==> src/rtl/mult_seq_32.sv <==
// Sequential 32x32 signed radix-2 Booth multiplier with one iteration per clock.
// Optional overflow detection is enabled by defining MULT_EXCEPTION_EN.

module cla_32 (
  input  logic [31:0] a,
  input  logic [31:0] b,
  input  logic        c_in,
  output logic [31:0] sum,
  output logic        c_out
);
  logic [31:0] gen_s;
  logic [31:0] prop_s;
  logic        carry_s;
  logic        c1_s;
  logic        c2_s;
  logic        c3_s;
  logic        grp_g_s;
  logic        grp_p_s;

  assign gen_s  = a & b;
  assign prop_s = a ^ b;

  // Four-bit lookahead groups chained through their group generate/propagate terms.
  always_comb begin
    sum     = 32'd0;
    carry_s = c_in;
    c1_s    = 1'b0;
    c2_s    = 1'b0;
    c3_s    = 1'b0;
    grp_g_s = 1'b0;
    grp_p_s = 1'b0;
    for (int k = 0; k < 8; k++) begin
      c1_s = gen_s[4*k] | (prop_s[4*k] & carry_s);
      c2_s = gen_s[4*k+1] | (prop_s[4*k+1] & gen_s[4*k])
           | (prop_s[4*k+1] & prop_s[4*k] & carry_s);
      c3_s = gen_s[4*k+2] | (prop_s[4*k+2] & gen_s[4*k+1])
           | (prop_s[4*k+2] & prop_s[4*k+1] & gen_s[4*k])
           | (prop_s[4*k+2] & prop_s[4*k+1] & prop_s[4*k] & carry_s);
      grp_g_s = gen_s[4*k+3] | (prop_s[4*k+3] & gen_s[4*k+2])
              | (prop_s[4*k+3] & prop_s[4*k+2] & gen_s[4*k+1])
              | (prop_s[4*k+3] & prop_s[4*k+2] & prop_s[4*k+1] & gen_s[4*k]);
      grp_p_s = &prop_s[4*k +: 4];
      sum[4*k +: 4] = prop_s[4*k +: 4] ^ {c3_s, c2_s, c1_s, carry_s};
      carry_s = grp_g_s | (grp_p_s & carry_s);
    end
    c_out = carry_s;
  end
endmodule

module mult_seq_32 (
  input  logic        clock,
  input  logic        reset,
  input  logic        ctrl_mult,
  input  logic [31:0] data_operandA,
  input  logic [31:0] data_operandB,
  output logic [31:0] data_result,
  output logic        data_exception,
  output logic        data_resultRDY
);
  typedef enum logic [1:0] {
    IDLE = 2'd0,
    RUN  = 2'd1,
    DONE = 2'd2
  } state_t;

  state_t      state_r;
  state_t      state_nxt_s;
  logic [64:0] prod_r;
  logic [31:0] a_r;
  logic [4:0]  cnt_r;
  logic [31:0] cla_y_s;
  logic        cla_cin_s;
  logic [31:0] cla_sum_s;
  logic        cla_cout_s;
  logic        sign_s;
  logic [64:0] prod_step_s;
  logic        exc_s;

  // Booth recoding of the low product pair selects +A, -A or nothing.
  always_comb begin
    cla_y_s   = 32'd0;
    cla_cin_s = 1'b0;
    case (prod_r[1:0])
      2'b01: begin
        cla_y_s   = a_r;
        cla_cin_s = 1'b0;
      end
      2'b10: begin
        cla_y_s   = ~a_r;
        cla_cin_s = 1'b1;
      end
      default: begin
        cla_y_s   = 32'd0;
        cla_cin_s = 1'b0;
      end
    endcase
  end

  cla_32 u_cla (
    .a     (prod_r[64:33]),
    .b     (cla_y_s),
    .c_in  (cla_cin_s),
    .sum   (cla_sum_s),
    .c_out (cla_cout_s)
  );

  // True 33-bit sign of the partial sum, so -(0x80000000) shifts in correctly.
  assign sign_s      = prod_r[64] ^ cla_y_s[31] ^ cla_cout_s;
  assign prod_step_s = {sign_s, cla_sum_s, prod_r[32:1]};

`ifdef MULT_EXCEPTION_EN
  function automatic logic overflow_f(input logic [32:0] hi);
    return !((&hi) || !(|hi));
  endfunction
  assign exc_s = overflow_f(prod_r[64:32]);
`else
  assign exc_s = 1'b0;
`endif

  // State register.
  always_ff @(posedge clock or posedge reset) begin
    if (reset) begin
      state_r <= IDLE;
    end else begin
      state_r <= state_nxt_s;
    end
  end

  // Next-state logic; a start pulse in any state (re)starts an operation.
  always_comb begin
    state_nxt_s = state_r;
    case (state_r)
      IDLE: begin
        if (ctrl_mult) state_nxt_s = RUN;
        else           state_nxt_s = IDLE;
      end
      RUN: begin
        if (ctrl_mult)              state_nxt_s = RUN;
        else if (cnt_r == 5'd31)    state_nxt_s = DONE;
        else                        state_nxt_s = RUN;
      end
      DONE: begin
        if (ctrl_mult) state_nxt_s = RUN;
        else           state_nxt_s = IDLE;
      end
      default: state_nxt_s = IDLE;
    endcase
  end

  // Operand latch, Booth iteration and saturating iteration counter.
  always_ff @(posedge clock or posedge reset) begin
    if (reset) begin
      prod_r <= 65'd0;
      a_r    <= 32'd0;
      cnt_r  <= 5'd0;
    end else if (ctrl_mult) begin
      prod_r <= {32'd0, data_operandB, 1'b0};
      a_r    <= data_operandA;
      cnt_r  <= 5'd0;
    end else if (state_r == RUN) begin
      prod_r <= prod_step_s;
      cnt_r  <= (cnt_r == 5'd31) ? cnt_r : cnt_r + 5'd1;
    end else begin
      prod_r <= prod_r;
      a_r    <= a_r;
      cnt_r  <= cnt_r;
    end
  end

  // Registered outputs, captured only when an operation completes.
  always_ff @(posedge clock or posedge reset) begin
    if (reset) begin
      data_result    <= 32'd0;
      data_exception <= 1'b0;
      data_resultRDY <= 1'b0;
    end else begin
      data_resultRDY <= (state_r == DONE);
      if (state_r == DONE) begin
        data_result    <= prod_r[32:1];
        data_exception <= exc_s;
      end else begin
        data_result    <= data_result;
        data_exception <= data_exception;
      end
    end
  end
endmodule

==> config.mk <==
export PLATFORM = sky130hd
export DESIGN_NAME = mult_seq_32
export DESIGN_NICKNAME = d
export VERILOG_FILES = /design/src/rtl/mult_seq_32.sv
export SDC_FILE = /design/constraint.sdc
export NUM_CORES = 1
export LEC_CHECK = 0
export ABC_CLOCK_PERIOD_IN_PS = 9100
export BUFFER_PORTS_ARGS = -buffer_cell sky130_fd_sc_hd__buf_2
export CAP_MARGIN = 20
export CORE_AREA = 2 2 160 162
export DETAILED_ROUTE_END_ITERATION = 7
export DIE_AREA = 0 0 162 164
export PLACE_DENSITY = 0.43
export SYNTH_ARGS = -nofsm -noshare
export SYNTH_HDL_FRONTEND = slang
export SYNTH_HIERARCHICAL = 1
export SYNTH_SLANG_ARGS = --single-unit
==> constraint.sdc <==
create_clock -name clock -period 9.1 [get_ports clock]
set_clock_uncertainty 0.1 [all_clocks]
set_input_delay 0.455 -clock clock [delete_from_list [all_inputs] [get_ports clock]]
set_output_delay 0.455 -clock clock [all_outputs]
set_load 0.05 [all_outputs]
# [Word level (Yosys, flattened, before mapping)]
# Cells that the tools add are included.
[op_classes] add_sub_neg=1 eq_ne=6 mux=11 bitwise_logic=213 n_reduce_logical=12
[ops] cell="$mux 65" count=2
[ops] cell="$and 1x1->1" count=120
[ops] cell="$or 1x1->1" count=80
[ops] cell="$pmux 32 s2" count=1
[ops] cell="$and 32x32->32" count=1
[ops] cell="$not 32->32" count=1
[ops] cell="$reduce_and 4->1" count=8
[ops] cell="$xor 32x32->32" count=1
[ops] cell="$xor 4x4->4" count=8
[ops] cell="$mux 5" count=3
[ops] cell="$add 5x1->5 const B" count=1
[ops] cell="$eq 5x5->1 const B" count=1
[ops] cell="$eq 2x1->1 const B" count=2
[ops] cell="$eq 2x2->1 const B" count=2
[ops] cell="$mux 2" count=2
[ops] cell="$pmux 2 s2" count=1
[ops] cell="$logic_not 2->1" count=1
[ops] cell="$mux 1" count=2
[ops] cell="$ne 2x2->1 const B" count=1
[ops] cell="$reduce_and 2->1" count=1
[ops] cell="$reduce_bool 2->1" count=1
[ops] cell="$reduce_or 2->1" count=1
[ops] cell="$xor 1x1->1" count=2
[totals] regBits=137 output_inout_bits=34 word_cells=249

# [Logic depth before layout (Yosys ltp)]
# Gate-level depths: netlist (run 1).
[logic_depth] ltp_word=25 mapped_depth=16

# [Modules after synthesis]
# Netlist (run 1), hierarchy kept.
[by_module_without_submodules] module="mult_seq_32" n_inst=1 cells_per_inst=531 area_each_um2=6005.8 seq_area_each_um2=3428.3
[by_module_without_submodules] module="cla_32" n_inst=1 cells_per_inst=162 area_each_um2=1335.0 seq_area_each_um2=0.0

# [Least setup slack after synthesis (run 1)]
# Ideal clock, no wire load.
[synth_timing] path_type="register to register" start="register prod_r[1]" end="register prod_r[64]" setup_ns=0.128 arrival_time_ns=3.475 path_slack_ns=5.398 stages_incl_launch_ff=17 path_buffers=1 synth_period_minus_slack_ns=3.702 path_cell_list="dfrtp_1 -> nor2b_1 -> clkbuf_1 -> nand2_1 -> o21ai_0 -> ha_1 -> a21o_1 -> a221o_1 -> a211oi_4 -> nand3b_2 -> a21boi_4 -> o21ai_2 -> a211oi_2 -> o21bai_1 -> nand2b_1 -> mux2i_1 -> mux2_1"
[synth_rtl] element="start, declared" line="68" text="logic [64:0] prod_r;"
[synth_rtl] element="start signal, assigned" line="157" text="prod_r <= {32'd0, data_operandB, 1'b0};"
[synth_rtl] element="start signal, assigned" line="161" text="prod_r <= prod_step_s;"
[synth_rtl] element="start signal, assigned" line="164" text="prod_r <= prod_r;"
[synth_rtl] element="$eq 2x2->1 or $eq 2x1->1 (tied branches)" line="83" text="case (prod_r[1:0])"
[synth_rtl] element="$pmux 32 s2 (*)" line="83"
[synth_rtl] element="named net cla_y_s[5]" line="71" text="logic [31:0] cla_y_s;"
[synth_rtl] element="$and 32x32->32 or $xor 32x32->32 (tied branches)" line="20, 21"
[synth_rtl] element="$and 1x1->1 (on tied branches)" line="40, 41"
[synth_rtl] element="$or 1x1->1 or $and 1x1->1 (tied branches)" line="40, 41"
[synth_rtl] element="$or 1x1->1" line="41" text="| (prop_s[4*k+3] & prop_s[4*k+2] & prop_s[4*k+1] & gen_s[4*k]);"
[synth_rtl] element="$or 1x1->1 (*)" line="44" text="carry_s = grp_g_s | (grp_p_s & carry_s);"
[synth_rtl] element="[8 not listed]"
[synth_rtl] element="$and 1x1->1 (*)" line="44"
[synth_rtl] element="$or 1x1->1 (*)" line="44"
[synth_rtl] element="$and 1x1->1 (*)" line="44"
[synth_rtl] element="$or 1x1->1 (*)" line="44"
[synth_rtl] element="named net cla_cout_s" line="74" text="logic cla_cout_s;"
[synth_rtl] element="$xor 1x1->1 (*)" line="108" text="assign sign_s = prod_r[64] ^ cla_y_s[31] ^ cla_cout_s;"
[synth_rtl] element="$mux 65 (*)" line="160" text="end else if (state_r == RUN) begin"
[synth_rtl] element="$mux 65 (*)" line="156" text="end else if (ctrl_mult) begin"
# Mark *: on every way through the listed nets, which the timed path passes. The rest lies on a longest branch. The select of a mux whose other input is x is not followed.
# A chain may end at the register's enable or synchronous reset.

# [Final worst setup path (run 1)]
[layout_timing] start="register prod_r[0]" end="register prod_r[64]"
[layout_via] elab_chain_cells=25
[layout_lines] element="$eq 2x2->1 or $eq 2x1->1 (tied branches)" line="83"
[layout_lines] element="$pmux 32 s2 (*)" line="83"
[layout_lines] element="named net cla_y_s[3]" line="71"
[layout_lines] element="$xor 32x32->32" line="21" text="assign prop_s = a ^ b;"
[layout_lines] element="$and 1x1->1 (on tied branches)" line="39, 40, 41"
[layout_lines] element="$or 1x1->1 (tied with other cells)" line="39" text="grp_g_s = gen_s[4*k+3] | (prop_s[4*k+3] & gen_s[4*k+2])"
[layout_lines] element="$or 1x1->1 or $and 1x1->1 (tied branches)" line="40, 41"
[layout_lines] element="$or 1x1->1" line="41"
[layout_lines] element="[11 not listed]"
[layout_lines] element="$and 1x1->1 (*)" line="44"
[layout_lines] element="$or 1x1->1 (*)" line="44"
[layout_lines] element="$and 1x1->1 (*)" line="44"
[layout_lines] element="$or 1x1->1 (*)" line="44"
[layout_lines] element="named net cla_cout_s" line="74"
[layout_lines] element="$xor 1x1->1 (*)" line="108"
[layout_lines] element="$mux 65 (*)" line="160"
[layout_lines] element="$mux 65 (*)" line="156"
# Marks and branches as above.

==> metrics, run 1 <==
Die W 162 um; CTS hold repair buffers 0; reg-to-reg startpoint prod_r[0]; worst-path cell with the longest stage delay nand2b_2; Sw Pwr 0.000563 W; critical-path maximum fanout 33; crit path cell chain nand2b_2 > o21ai_0 > ha_1 > and2_1 > a221oi_1 > a21oi_1 > nand3b_2 > a21boi_4 > o21ai_2 > a211oi_2 > o21bai_1 > nand2b_1 > mux2i_1 > mux2_1; Sinks on Clock Net 137; Tmin final 4.29 ns; fmax 233 MHz; Vias around 5,200; clk slew on worst S/H paths 0.07 ns; Leakage roughly 4.4 nW; Max Cap Viol 0; Synth Area per Inst 10.6 um^2; Syn Inst Count between 600 and 700; DP Area 0.00808 mm^2; Post-CTS Setup Bufs 0; drt total wl 16.6 mm; setup TNS 0 ns; WS Path Type flip-flop to flip-flop; IO Port Bufs 99; fin crit share 0.472; DP HPWL 10.8 mm; Clk network pwr share 0.384; Worst path max stage delay 0.50 ns; vias in the first global route 5,479; Final ANT Viol Nets 0; Peak VDD IR 112 uV; initial antenna violation count 1; Final Hold Viols 0; multi-input logic area 0.00364 mm^2; switching share of power 0.307; dominant cell type by area after synthesis dfrtp_1; die height 164 um; actual slew at the worst max-slew pin 1.05 ns; Power Total about 0.0018 W; kind of end point of the critical path flip-flop; worst reg2reg path endpoint prod_r[64]; Design Area, Final roughly 0.0087 mm^2; RSZ-0062 raised after global routing false; Critical Path RT between 9 and 10 ns; # rows 58; synth warn 6; FILL cells 2,544; Num CTS Buffers 17; synth top area cells dfrtp_1 47%, nand2_1 7.3%, mux2_4 5.9%; area grow syn2layout 18.2%; initial DRC count roughly 290; Reg area 0.00343 mm^2; CTS tree done; placer congestion estimate 0.765; IO Pins 101; DIE AREA roughly 0.027 mm^2; first-pass GRT wire length 27.9 mm; top cell type's share of synthesized area 0.467; Seq cells post-synth 137; Flop pwr share 0.405; largest net degree at the start of global routing 86; H-tree Lvls 4; relative slew slack 0.298; routed len/inst 14.8 um; share of layout cells above drive strength 1 0.268; CTS resizes 0; Hold/Removal Path Class input pin to asynchronous set/reset pin; Detailed Routing Iterations Pass 1 4; Worst-Skew Late Latency 0.42 ns; Worst R2R Path Depth 14; Synth Net Count roughly 800; critical path data arrival time 4.48 ns; nets 888; final setup fails 0; clk buf depth 2; CP Launch Type flip-flop; Pint around 0.0013 W; routed vias/inst 4.62; Synth Cell Area 0.00734 mm^2; Comb pwr share 0.211; Seq/Total Area, Yosys 0.467; post-synthesis cell type count approximately 50; root buf cell clkbuf_16; grt total ovfl 0; status finished, final reports clean; Pwr per Cell Area 211 mW/mm^2; core footprint 0.0248 mm^2; Worst R2R Setup Slack 4.81 ns; Finished Core Util 0.350; max-slew violations 0; initial core utilization 0.296; Total GRT Usage 0.132; Residual DRC 0
area by class of cell:
class | count | share of cell area
multi-input cells | 503 | 0.419
flip-flops and latches | 137 | 0.395
repair buffers | 104 | 0.0617
clock buffers | 18 | 0.0506
well taps | 330 | 0.0476
clock inverters | 13 | 0.0180
inverters | 16 | 0.00750
diodes | 1 | 0.000288
worst max path at each step:
stage | startpoint | end | slack (ns) | cells past startpoint
2_1_floorplan | reset | a_r[0] | 4.88 | 1
3_3_place_gp | prod_r[0] | prod_r[64] | 4.97 | 14
3_5_place_dp | prod_r[0] | prod_r[64] | 4.78 | 14
4_1_cts | prod_r[0] | prod_r[64] | 4.75 | 14
5_1_grt | prod_r[0] | prod_r[64] | 4.45 | 14
6_report | prod_r[0] | prod_r[64] | 4.81 | 14
stage by stage:
stage	instances	setup WS, ns	hold slack, ns
floorplan	693	4.88	0.380
global placement	1090	4.97	0.377
detailed placement	1090	4.78	0.384
CTS	1121	4.75	0.125
global route	1121	4.45	0.141
finish	1122	4.81	0.113
layer usage:
layer / GRT usage / part of all wire / routed length (um)
met5: 0 / 0 / 0
met4: 0.0334 / 0.0085 / 142
met3: 0.0414 / 0.059 / 978
met2: 0.213 / 0.45 / 7510
met1: 0.173 / 0.48 / 8000
layout by cell type (no fill, tap or decap), types with 2 or more instances in the layout:
master / count
buf_2: 98
a21oi_1: 55
mux2_2: 32
nand3b_1: 2
a21o_1: 7
o21ai_0: 38
nand4_1: 5
inv_1: 15
o21bai_1: 2
mux2_1: 4
mux2i_1: 33
nor2b_1: 4
inv_6: 9
o21ai_1: 32
clkbuf_16: 17
buf_4: 6
a31oi_1: 2
o211ai_1: 2
o21ai_2: 2
nand3_1: 2
nor3_1: 3
nor2_1: 15
mux2_4: 29
nand2b_2: 4
fa_1: 8
xor2_1: 11
nand2_1: 142
and2_1: 2
clkinv_4: 3
ha_1: 34
dfrtp_1: 137
bufinv_16: 2
xnor2_1: 13
nand2b_1: 2
cell usage after synthesis, drive strengths merged:
cell,instances
a211o,1
a211oi,2
a21boi,2
a21o,7
a21oi,55
a221o,1
a221oi,1
a31oi,2
and2,2
and3,2
and4,1
buf,24
clkbuf,13
conb,1
dfrtp,137
fa,8
ha,34
inv,16
mux2,65
mux2i,33
nand2,142
nand2b,6
nand3,2
nand3b,3
nand4,5
nor2,15
nor2b,6
nor3,3
nor3b,1
o211ai,2
o21a,1
o21ai,72
o21bai,2
o311a,1
o31ai,1
xnor2,13
xor2,11
power groups by stage:
stage / registers, W / logic [W] / clock network (W)
finish: 0.000742 / 0.000387 / 0.000705
global route: 0.000754 / 0.000440 / 0.000754
CTS: 0.000743 / 0.000391 / 0.000728
detailed placement: 0.000753 / 0.000388 / 0
global placement: 0.000752 / 0.000379 / 0
floorplan: 0.000760 / 0.000284 / 0
cells by family (layout without fill, tap and decap cells):
logic type / after synthesis / in the layout / share of synthesized area
buf+inv: 53 / 151 / 0.0387
xor+xnor: 24 / 24 / 0.0286
flops: 137 / 137 / 0.467
other cells: 1 / 2 / 0.000511
compound gates: 150 / 150 / 0.116
mux: 98 / 98 / 0.160
fa+ha+maj: 42 / 42 / 0.0798
simple gates: 188 / 188 / 0.110
state kept, by name (all words and copies together), names as in the netlist:
| name | cells |
|---|---|
| prod_r | 65 |
| a_r | 32 |
| data_result | 32 |
| cnt_r | 5 |
| state_r | 2 |
| data_resultRDY | 1 |
critical path: cells and delay by family, from the launching register on:
kind	cells	cell delay, ns
compound gates	7	1.67
fa+ha+maj	1	0.31
flops	1	0.40
mux	2	0.58
simple gates	4	1.12
(Power assumes the default switching activity.)
==> inputs of run 2 (changes only) <==
ABC_CLOCK_PERIOD_IN_PS = 4200   (was 9100)
clock period = 4.2 ns   (was 9.1 ns; I/O delays follow)
==> run 2 against run 1 <==
  * Flip-flop and latch count stayed put
  * Utilization grew 2.9 points
  * Maximum frequency grew 13%
  * Hold slack improved by 0.054 ns
  * First-iteration DRC count is 24% lower
  * Final cell count grew 6.3%
  * Worst setup slack worse by 4.4 ns
  * Sequential share of layout area fell by 3.0 points
  * Clock-buffer cell count is the same
  * Sequential power grew 120%
  * Critical path type unchanged
==> metrics, run 2 (same netlist as run 1, synthesis figures left out) <==
# rows 58 (unchanged); Detailed Routing Iterations Pass 1 4 (unchanged); area grow syn2layout 27.9%; Residual DRC 0 (unchanged); max-slew violations 0 (unchanged); FILL cells 2,490 (-2.1%); IO Pins 101 (unchanged); critical path data arrival time 4.02 ns (-0.46 ns); Comb pwr share 0.221 (+0.010); Sinks on Clock Net 137 (unchanged); DP Area 0.00812 mm^2 (+0.46%); Pint 0.00278 W (+120%); Sw Pwr 0.00123 W (+120%); die height 164 um (unchanged); commonest non-fill, non-tap cell in the layout nand2_1; relative slew slack 0.396 (+0.0981); multi-input logic area 0.00364 mm^2 (+0.14%); initial core utilization 0.296 (unchanged); routed vias/inst 4.50 (-2.5%); met2 GRT Util 0.219 (+0.00600); Leakage 4.74 nW (+6.8%); kind of end point of the critical path flip-flop; Final ANT Viol Nets 0 (unchanged); status finished, final reports clean; WS Path Type flip-flop to flip-flop; actual slew at the worst max-slew pin 0.905 ns (-0.147 ns); placer congestion estimate 0.754 (-1.5%); Post-CTS Setup Bufs 0 (unchanged); Vias 5,374 (+3.7%); Pwr per Cell Area 427 mW/mm^2 (+100%); Worst-Skew Late Latency 0.43 ns (about the same); max reg flops 65 (unchanged); Hold/Removal Path Class input pin to asynchronous set/reset pin; grt total ovfl 0 (unchanged); share of layout cells above drive strength 1 0.253 (-0.0154); worst-path cell with the longest stage delay dfrtp_1; IO Port Bufs 99 (unchanged); Most common cell on crit path a21oi_1; RSZ-0062 raised after global routing false; crit path cell chain nor2b_4 > buf_4 > nand2_1 > o21ai_0 > ha_1 > a21oi_1 > nand3b_1 > a21oi_1 > nand3b_2 > a21boi_4 > o21ai_2 > a211oi_2 > o21bai_1 > nand2b_1 > mux2i_1 > mux2_1; GRT Max-Usage Layer met2; core footprint 0.0248 mm^2 (unchanged); root buf cell clkbuf_16; Worst path max stage delay 0.38 ns (-0.12 ns); nets 959 (+8.0%); routed len/inst 14.3 um (-3.2%); Tmin final 3.80 ns (-0.489 ns); Die W 162 um (unchanged); switching share of power 0.307 (about the same); number of diodes 0 (-1); Design Area, Final 0.00939 mm^2 (+8.2%); critical-path maximum fanout 20 (-39%); DIE AREA 0.0266 mm^2 (unchanged); fin crit share 0.906 (+0.434); first-pass GRT wire length 28.4 mm (+2.0%); Critical Path RT 4.41 ns (-4.88 ns); DP HPWL 11.3 mm (+4.5%); Num CTS Buffers 17 (unchanged); largest net degree at the start of global routing 114 (+33%); Final Hold Viols 0 (unchanged); CP Launch Type flip-flop; Flop pwr share 0.402 (-0.003); Largest regs prod_r x65, a_r x32, data_result x32; initial antenna violation count 0 (-1); Clk network pwr share 0.377 (-0.007); H-tree Lvls 4 (unchanged); Reg area 0.00343 mm^2 (unchanged); Reg with most FFs prod_r; setup TNS 0 ns (unchanged); clk buf depth 2 (unchanged); vias in the first global route 5,624 (+2.6%); CTS tree done; initial DRC count 223 (-24%); leading cell types in the layout, fill and taps excluded 142 x nand2_1, 137 x dfrtp_1, 98 x buf_2; Total GRT Usage 0.136 (+0.00427); Peak VDD IR 232 uV (+110%); grt met3 use 0.0434 (+0.00202); Max Cap Viol 0 (unchanged); routing usage on met1 0.178 (+0.00567); clk slew on worst S/H paths 0.06 ns (about the same); Finished Core Util 0.378 (+0.0287); drt total wl 17.1 mm (+2.9%); fmax 263 MHz (+13%); final setup fails 0 (unchanged)
run 2: worst paths after layout:
path                                   to            from  slack (ns)  cells past startpoint
max in group asynchronous      state_r[1]           reset        2.72                      5
setup reg to reg               prod_r[64]       prod_r[0]        0.40                     16
hold reg to reg            data_result[9]  data_result[9]        0.41                      1
min in group clock               cnt_r[2]       ctrl_mult        0.27                      2
setup / recovery               prod_r[64]       prod_r[0]        0.40                     16
hold / removal                 prod_r[19]           reset        0.17                      3
run 2: layer usage:
| metal | wire [um] | vias to the layer above |
|---|---|---|
| met5 | 0 | - |
| met4 | 146 | 0 |
| met3 | 867 | 11 |
| met2 | 7820 | 109 |
| met1 | 8280 | 2556 |
| li1 | - | 2698 |
run 2: stage by stage:
stage          hold slack, ns  setup WS [ns]  power (W)  cells
2_1_floorplan           0.237          0.222    0.00226    693
3_3_place_gp            0.324          0.303    0.00247   1095
3_5_place_dp            0.329          0.205    0.00248   1095
4_1_cts                 0.287          0.182    0.00407   1192
5_1_grt                 0.175         0.0162    0.00427   1193
6_report                0.167          0.396    0.00401   1193
run 2: power groups by stage:
stage | Sequential, W | Clock, W | Combinational (W)
after floorplan | 0.00165 | 0 | 0.000615
after global placement | 0.00164 | 0 | 0.000830
after detailed placement | 0.00164 | 0 | 0.000842
after CTS | 0.00162 | 0.00157 | 0.000893
after global routing | 0.00164 | 0.00162 | 0.00100
final | 0.00161 | 0.00151 | 0.000885
run 2: layout make-up:
| type | instances | area share |
|---|---|---|
| clock buffers | 18 | 0.0457 |
| clock inverters | 14 | 0.0171 |
| inverters | 16 | 0.00693 |
| multi-input cells | 503 | 0.388 |
| flip-flops and latches | 137 | 0.365 |
| well taps | 330 | 0.0440 |
| repair buffers | 175 | 0.133 |
run 2: worst max-delay path: cells and delay by family (launching register included):
family	cells	cell delay, ns
fa+ha+maj	1	0.28
mux	2	0.50
flops	1	0.38
buf+inv	1	0.32
simple gates	5	1.01
compound gates	7	1.09
run 2: what timing repair did:
action,in CTS,in global routing
hold buffers,65,0
setup endpoints to repair,0,1
gates resized for setup,0,1
hold endpoints to repair,140,0
==> inputs of run 3 (changes only) <==
CORE_AREA = 2 2 139 141   (was 2 2 160 162)
DIE_AREA = 0 0 141 143   (was 0 0 162 164)
GPL_ROUTABILITY_DRIVEN = 1   (was unset)
PLACE_DENSITY = 0.54   (was 0.43)
==> run 3 against run 2 <==
  * Sequential power is essentially flat
  * Hold slack lost 0.037 ns
  * Utilization grew 12 points
  * Highest routed layer unchanged
  * Largest cell class unchanged
  * Routed wire length shrank 6.6%
  * Clock power is essentially flat
  * Via count grew 2.1%
  * Global-route usage grew 3.4 points
  * Final area shrank 1.0%
  * Combinational power grew 1%
  * Maximum frequency shrank 1.4%
  * Final cell count shrank 8.0%
==> metrics, run 3 (same netlist as run 1, synthesis figures left out) <==
Worst R2R Setup Slack 0.34 ns (-0.05 ns); die height 143 um (-13%); Sinks on Clock Net 137 (unchanged); IO Pins 101 (unchanged); WL met3 870 um (+0.35%); Critical Path RT 4.40 ns (about the same); final setup fails 0 (unchanged); routed vias/inst 5.00 (+11%); routed len/inst 14.6 um (+1.6%); Worst-Skew Late Latency 0.42 ns (about the same); relative slew slack 0.355 (-0.0407); commonest non-fill, non-tap cell in the layout nand2_1; H-tree Lvls 4 (unchanged); Top Layer Used met4; Max Cap Viol 0 (unchanged); status finished, final reports clean; max reg flops 65 (unchanged); Detailed Routing Iterations Pass 1 7 (+3); number of diodes 0 (unchanged); FILL cells 1,663 (-33%); DP HPWL 10.5 mm (-6.8%); IO Port Bufs 99 (unchanged); grt total ovfl 0 (unchanged); worst hold slack 0.129 ns (-0.0374 ns); fin crit share 0.919 (+0.0131); RSZ-0062 raised after global routing false; placer congestion estimate 0.815 (+8.2%); WS Path Type flip-flop to flip-flop; nets 959 (unchanged); Largest regs prod_r x65, a_r x32, data_result x32; critical-path maximum fanout 19 (-5.0%); setup TNS 0 ns (unchanged); first-pass GRT wire length 27.7 mm (-2.6%); root buf cell clkbuf_16; Num CTS Buffers 17 (unchanged); Cells after DPL 998 (-8.9%); Final ANT Viol Nets 0 (unchanged); initial DRC count 267 (+20%); Final Hold Viols 0 (unchanged); actual slew at the worst max-slew pin 0.965 ns (+0.0609 ns); kind of end point of the critical path flip-flop; Hold/Removal Path Class input pin to flip-flop; leading cell types in the layout, fill and taps excluded 142 x nand2_1, 137 x dfrtp_1, 98 x buf_2; Total GRT Usage 0.170 (+0.0342); met2 WL 7.36 mm (-5.8%); Die W 141 um (-13%); CTS tree done; vias in the first global route 5,693 (+1.2%); Pwr per Cell Area 429 mW/mm^2 (+0.46%); initial core utilization 0.395 (+0.0993); # rows 50 (-14%); Leakage 4.75 nW (+0.23%); Met1 Wirelength 7.55 mm (-8.8%); fin cells 1,097 (-8.0%); Peak VDD IR 277 uV (+20%); clk slew on worst S/H paths 0.07 ns (about the same); max-slew violations 0 (unchanged); area grow syn2layout 26.6%; fmax 259 MHz (-1.4%); core footprint 0.0186 mm^2 (-25%); CP Launch Type flip-flop; Residual DRC 0 (unchanged); Finished Core Util 0.500 (+0.122); Vias 5,485 (+2.1%); critical path data arrival time 4.06 ns (+0.04 ns); Reg with most FFs prod_r; initial antenna violation count 0 (unchanged); clk buf depth 2 (unchanged); DIE AREA 0.0202 mm^2 (-24%); largest net degree at the start of global routing 107 (-6.1%); drt total wl 16.0 mm (-6.6%); Tmin final 3.86 ns (+0.0548 ns); share of layout cells above drive strength 1 0.253 (unchanged)
==> run 3: worst paths after layout <==
kind                                      start  cells past startpoint              end
worst min register to register  data_result[30]                      1  data_result[30]
worst max-delay path                  prod_r[1]                     14       prod_r[64]
max in group asynchronous                 reset                      4       prod_r[47]
min in group asynchronous                 reset                      3       prod_r[13]
worst min-delay path                  ctrl_mult                      3       prod_r[20]
worst max register to register        prod_r[1]                     14       prod_r[64]
==> run 3: stage by stage <==
step	setup slack (ns)	area [um^2]	total power (W)
after floorplan	0.222	7340	0.00226
after global placement	0.306	8010	0.00245
after detailed placement	0.202	8010	0.00247
after CTS	0.186	9240	0.00403
after global routing	0.0319	9290	0.00424
final	0.341	9290	0.00399
==> run 3: timing repair <==
item / CTS / global route
setup buffers: 0 / 1
endpoints found under the hold margin: 169 / 0
hold buffers: 65 / 0
gates resized for setup: 0 / 3
endpoints found under the setup margin: 0 / 1
==> run 3: final cells by class <==
type,instances,area [um^2],share of cell area
clock buffers,18,429,0.0462
repair buffers,175,1280,0.137
inverters,16,65.1,0.00700
well taps,234,293,0.0315
multi-input cells,503,3650,0.393
flip-flops and latches,137,3430,0.369
clock inverters,14,153,0.0164
==> run 3: where the power goes <==
part           leakage (nW)  total (W)  internal (W)  switching [W]
clock                 0.278    0.00148      0.000843       0.000641
sequential             1.73    0.00161       0.00148       0.000130
combinational          2.74   0.000895      0.000413       0.000483
total                  4.75    0.00399       0.00274        0.00125
==> run 3: metal layers <==
layer | vias to the layer above | GRT usage
met4 | 0 | 0.0495
met3 | 14 | 0.0459
met5 | - | 0
li1 | 2702 | -
met1 | 2648 | 0.224
met2 | 121 | 0.278
==> run 3: critical path, cell delays in order (launching register included) <==
cell and delay [ns]:
dfrtp_1 0.50, nand2b_4 0.19, o21ai_0 0.22, ha_1 0.32, a21o_1 0.21, a221o_1 0.38, a211oi_4 0.32, nand3b_2 0.17
a21boi_4 0.21, o21ai_2 0.11, a211oi_2 0.24, o21bai_1 0.10, nand2b_1 0.15, mux2i_1 0.19, mux2_1 0.34
